$ cat config.mk
export PLATFORM = sky130hd
export DESIGN_NAME = alu_rr_sequencer
export DESIGN_NICKNAME = d
export VERILOG_FILES = /design/src/rtl/alu_rr_sequencer.sv
export SDC_FILE = /design/constraint.sdc
export NUM_CORES = 1
export LEC_CHECK = 0
export CELL_PAD_IN_SITES_DETAIL_PLACEMENT = 1
export CELL_PAD_IN_SITES_GLOBAL_PLACEMENT = 2
export CORE_AREA = 2 2 127 179
export DETAILED_ROUTE_END_ITERATION = 6
export DIE_AREA = 0 0 129 181
export GPL_TIMING_DRIVEN = 1
export PLACE_DENSITY_LB_ADDON = 0.1
export SYNTH_ARGS = -nofsm -noshare
export SYNTH_HDL_FRONTEND = slang
export SYNTH_SLANG_ARGS = --single-unit
$ cat constraint.sdc
create_clock -name clk -period 1.9 [get_ports clk]
set_input_delay 0.38 -clock clk [delete_from_list [all_inputs] [get_ports clk]]
set_output_delay 0.38 -clock clk [all_outputs]
set_load 0.03 [all_outputs]
$ cat src/rtl/alu_rr_sequencer.sv
// Round-robin sequencer sharing one external combinational ALU between two requesters.
// Optional sticky V/C flag tracking is built when STICKY_FLAGS_EN is defined.
module alu_rr_sequencer #(
    parameter int WIDTH       = 32,
    parameter int CTRL_W      = 3,
    parameter int EXEC_CYCLES = 1
) (
    input  logic              clk,
    input  logic              rst_n,
    input  logic              r0_valid,
    output logic              r0_ready,
    input  logic [WIDTH-1:0]  r0_a,
    input  logic [WIDTH-1:0]  r0_b,
    input  logic [CTRL_W-1:0] r0_ctrl,
    input  logic              r1_valid,
    output logic              r1_ready,
    input  logic [WIDTH-1:0]  r1_a,
    input  logic [WIDTH-1:0]  r1_b,
    input  logic [CTRL_W-1:0] r1_ctrl,
    output logic [WIDTH-1:0]  alu_a,
    output logic [WIDTH-1:0]  alu_b,
    output logic [CTRL_W-1:0] alu_control,
    input  logic [WIDTH-1:0]  alu_result,
    input  logic              alu_verflow,
    input  logic              alu_carry,
    input  logic              alu_negative,
    input  logic              alu_zero,
`ifdef STICKY_FLAGS_EN
    input  logic              sticky_clr,
    output logic [1:0]        sticky_vc,
`endif
    output logic              rsp_valid,
    input  logic              rsp_ready,
    output logic              rsp_id,
    output logic [WIDTH-1:0]  rsp_result,
    output logic [3:0]        rsp_flags
);

    localparam logic [1:0] IDLE = 2'd0;
    localparam logic [1:0] EXEC = 2'd1;
    localparam logic [1:0] RESP = 2'd2;

    localparam logic [3:0] CNT_INIT = 4'(EXEC_CYCLES - 1);

    logic [1:0] state;
    logic       last_grant;
    logic       grant;
    logic       op_id;
    logic [3:0] cnt;
    logic       accept;
    logic       capture;

    // A tie goes to whichever requester was not served last.
    always_comb begin
        grant = 1'b0;
        if (r0_valid && r1_valid) begin
            grant = ~last_grant;
        end else if (r1_valid) begin
            grant = 1'b1;
        end
    end

    // Ready is gated by reset so no handshake can appear while rst_n is held low.
    assign r0_ready  = rst_n && (state == IDLE) && r0_valid && !grant;
    assign r1_ready  = rst_n && (state == IDLE) && r1_valid && grant;
    assign accept    = r0_ready || r1_ready;
    assign capture   = (state == EXEC) && (cnt == 4'd0);
    assign rsp_valid = (state == RESP);

    always_ff @(posedge clk or negedge rst_n) begin
        if (!rst_n) begin
            state       <= IDLE;
            last_grant  <= 1'b1;
            op_id       <= 1'b0;
            cnt         <= 4'd0;
            alu_a       <= '0;
            alu_b       <= '0;
            alu_control <= '0;
            rsp_id      <= 1'b0;
            rsp_result  <= '0;
            rsp_flags   <= 4'd0;
        end else begin
            case (state)
                IDLE: begin
                    if (accept) begin
                        alu_a       <= grant ? r1_a : r0_a;
                        alu_b       <= grant ? r1_b : r0_b;
                        alu_control <= grant ? r1_ctrl : r0_ctrl;
                        op_id       <= grant;
                        last_grant  <= grant;
                        cnt         <= CNT_INIT;
                        state       <= EXEC;
                    end
                end
                EXEC: begin
                    if (capture) begin
                        rsp_result <= alu_result;
                        rsp_flags  <= {alu_verflow, alu_carry, alu_negative, alu_zero};
                        rsp_id     <= op_id;
                        state      <= RESP;
                    end else begin
                        cnt <= cnt - 4'd1;
                    end
                end
                RESP: begin
                    if (rsp_ready) begin
                        state <= IDLE;
                    end
                end
                default: state <= IDLE;
            endcase
        end
    end

`ifdef STICKY_FLAGS_EN
    // A flag seen at capture beats a clear requested in the same cycle.
    always_ff @(posedge clk or negedge rst_n) begin
        if (!rst_n) begin
            sticky_vc <= 2'b00;
        end else begin
            if (capture && alu_verflow) begin
                sticky_vc[1] <= 1'b1;
            end else if (sticky_clr) begin
                sticky_vc[1] <= 1'b0;
            end
            if (capture && alu_carry) begin
                sticky_vc[0] <= 1'b1;
            end else if (sticky_clr) begin
                sticky_vc[0] <= 1'b0;
            end
        end
    end
`endif

endmodule

==> impl_metrics.csv, run 1 <==
group,metric,value,unit
die,die_w,129,um
place,dp.cells,911,
finish,area_growth,70.32,%
worst_setup_path,critPathCapture,"r0_ready",
finish,antenna_cells,0,
finish,drive_above_1_share,0.2752,
global_route,grtUsageTotal,0.1467,
finish,final_cells,933,
drt,vias,3921,
worst_setup_path,worstReg2RegEnd,"alu_b[18]$_DFFE_PN0P_",
clock_tree,cts_num_sinks,112,
synthesis,synthCells,337,
die,die_y,181,um
finish,final_util,0.4037,
worst_setup_path,crit_type,"register to output pin",
die,initial_core_util,0.2370,
timing,timing.final.crit_share,0.9669,
die,core_area,21700,um^2
synthesis,yosysWarnings,0,
global_route,grt_pass1_wl,25.78,mm
clock_tree,cts_tree,"yes",
die,row_count,64,
place,dp_hpwl,12.73,mm
timing,rsz0062_at_grt,"yes",
drt,drt-total-wl,16.94,mm
finish,design_area,8761,um^2
min_path,hold_class,"primary input to async pin",
synthesis,netlist_area,5144,um^2
global_route,overflow,0,
worst_setup_path,r2r_slack,0.07,ns
drt,drc,0,
drt,dr.pass1.iters,4,
synthesis,synthXorXnorAreaFrac,0,
timing,fin_ws,0.06295,ns
timing,clock_skew,0.008893,ns
synthesis,synth_nets,514,
power_and_ir_drop,p_leak,0.003532,uW
worst_setup_path,setup.worst_path.end_class,"output pin",
drt,drt_iter0_markers,57,
timing,slew_violations,0,
finish,multiInputGateArea,2203,um^2
drt,ant_nets,0,
worst_setup_path,crit_arrival,1.46,ns
clock_tree,htreeDepth,3,
synthesis,synthMuxAreaShare,0.3863,
synthesis,synth-adder-area-share,0.004865,
finish,register_area,2806,um^2
finish,num-fill-cells,2264,
timing,hold_violations,0,
worst_setup_path,critical_path.max_fanout,5,
clock_tree,clockBufferDepth,2,
place,dpl_cell_area,8349,um^2
worst_setup_path,reg2reg_depth,4,
synthesis,yosys.area_share.simple,0.02262,
place,portBuffers,281,
drt,wl_per_cell,18.16,um
worst_setup_path,critical_path_required,1.52,ns
clock_tree,cts_root_buffer,"clkbuf_16",
synthesis,avgSynthCellArea,15.26,um^2
die,io_pins,282,
place,post-place-ws,-0.3348,ns
global_route,grt_pass1_vias,4391,
place,gp_congestion,0.7270,
timing,setup-violations-final,0,
synthesis,ys_seq_area_frac,0.5451,
worst_setup_path,r2r_start,"state[1]$_DFFE_PN0P_",
synthesis,synth_compound_area_frac,0.01046,
global_route,grt_start_max_net_pins,64,
status,outcome,"finished clean",
flow_run,drv_cap,0,
worst_setup_path,worstSetupStartpointType,"register",
timing,tns,0,ns
clock_tree,cts_buffers,9,
die,die_area,23350,um^2
synthesis,synth_top_family_by_area,"multiplexers",
timing,worst_pin_slew,0.8700,ns
worst_setup_path,startpoint,"state[1]$_DFFE_PN0P_",
power_and_ir_drop,ir_drop,0.6271,mV
power_and_ir_drop,cellPowerDensity,1600,nW/um^2
timing,max-slew-margin-rel,0.4200,
finish,fin_nets,808,
timing,max_freq,544.4,MHz
global_route,antenna_found_initial,1,
synthesis,ys_types,31,
timing,min_period,1.837,ns
synthesis,yosys_register_bits,112,
clock_tree,insertion_delay,0.35,ns
drt,vias_per_cell,4.203,
clock_tree,clk_pin_slew_worst_paths,0.07,ns
synth_stat cells (all sizes together):
cell type,number,area (um^2)
nor2,4,22.52
mux2,172,1967
inv,3,11.26
a21boi,1,11.26
ha,2,25.02
a21oi,1,5.000
dfstp,1,26.28
clkbuf,1,3.750
nor2b,1,6.260
nor3b,2,15.01
a31oi,1,6.260
buf,17,142.6
nand3,3,15.01
nor3,1,5.000
and2,1,6.260
dfrtp,111,2778
nand2,2,7.510
mux2i,2,20.02
o21ai,5,25.02
nand2b,3,18.77
o22ai,1,6.260
or3b,2,20.02
registers in the layout (all words and copies together), names as in the netlist:
signal	count
alu_b	32
state	2
alu_a	32
alu_control	3
op_id	1
cnt	4
rsp_id	1
rsp_result	32
rsp_flags	4
last_grant	1
cells in the final DEF (no fill, tap or decap), drive strengths merged, types with 2 or more instances in the layout:
master	synthesis	final
buf	17	21
clkbuf	1	11
clkdlybuf4s50	0	275
clkinv	0	5
dfrtp	111	111
ha	2	2
inv	3	3
mux2	172	172
mux2i	2	2
nand2	2	2
nand2b	3	3
nand3	3	3
nor2	4	4
nor3b	2	2
o21ai	5	5
or3b	2	2
kinds of logic (layout without fill, tap and decap cells):
logic type | count (synthesis) | in the layout
compound gates | 9 | 9
buf+inv | 21 | 320
mux | 174 | 174
fa+ha+maj | 2 | 2
simple gates | 19 | 19
flops | 112 | 112
power breakdown:
part           switching (uW)  total (uW)  internal, uW
Clock                     930        1960          1030
Sequential                643        4260          3620
Combinational            4000        7790          3790
Total                    5580       14000          8440
worst max-delay path, stage by stage, from the launching register on:
cell     delay, ns
dfrtp_2       0.44
nor3b_4       0.27
nand2_1       0.10
nor2_1        0.12
buf_4         0.18
layer usage:
metal  global-route usage  share of wire  vias up
met5                    0        0.00071        -
met4              0.03391         0.0073        2
met3              0.04383          0.075        8
met2               0.2811           0.56      144
met1               0.1540           0.36     1979
li1                     -              -     1788
final cells by class:
type | count | share of cell area
inverter | 3 | 0.001285
clock buffer | 10 | 0.02614
sequential | 112 | 0.3203
clock inverter | 6 | 0.007998
tap | 297 | 0.04242
timing repair buffer | 301 | 0.3503
multi-input combinational | 204 | 0.2515
timing repair:
item,4_1_cts,5_1_grt
cloned,2,0
gates resized for setup,6,7
hold endpoints to repair,13,0
hold buffers,1,0
setup buffers,2,1
endpoints found under the setup margin,3,17
stage by stage:
| step | power [uW] | hold WS [ns] |
|---|---|---|
| floorplan | 8644 | 0.08441 |
| global placement | 11990 | 0.3581 |
| detailed placement | 12140 | 0.3639 |
| CTS | 14290 | 0.1191 |
| global route | 14860 | 0.1425 |
| finish | 14020 | 0.1098 |
how the worst min path moves through the flow:
stage,to,startpoint,cells after the start
final,state[0]$_DFFE_PN0P_,rst_n,2
after floorplan,alu_a[0]$_DFFE_PN0P_,rst_n,0
after detailed placement,state[1]$_DFFE_PN0P_,rst_n,2
after global placement,state[1]$_DFFE_PN0P_,rst_n,2
after global routing,cnt[0]$_DFFE_PN0P_,rst_n,2
after CTS,alu_b[21]$_DFFE_PN0P_,rst_n,2
No activity file was read; power rests on OpenSTA's default activity.
==> run 2: changes to the inputs <==
Settings changed: GPL_ROUTABILITY_DRIVEN from default to 0.
==> results of run 2 <==
Same layout as run 1: the final DEF is identical, and so are final timing and power.
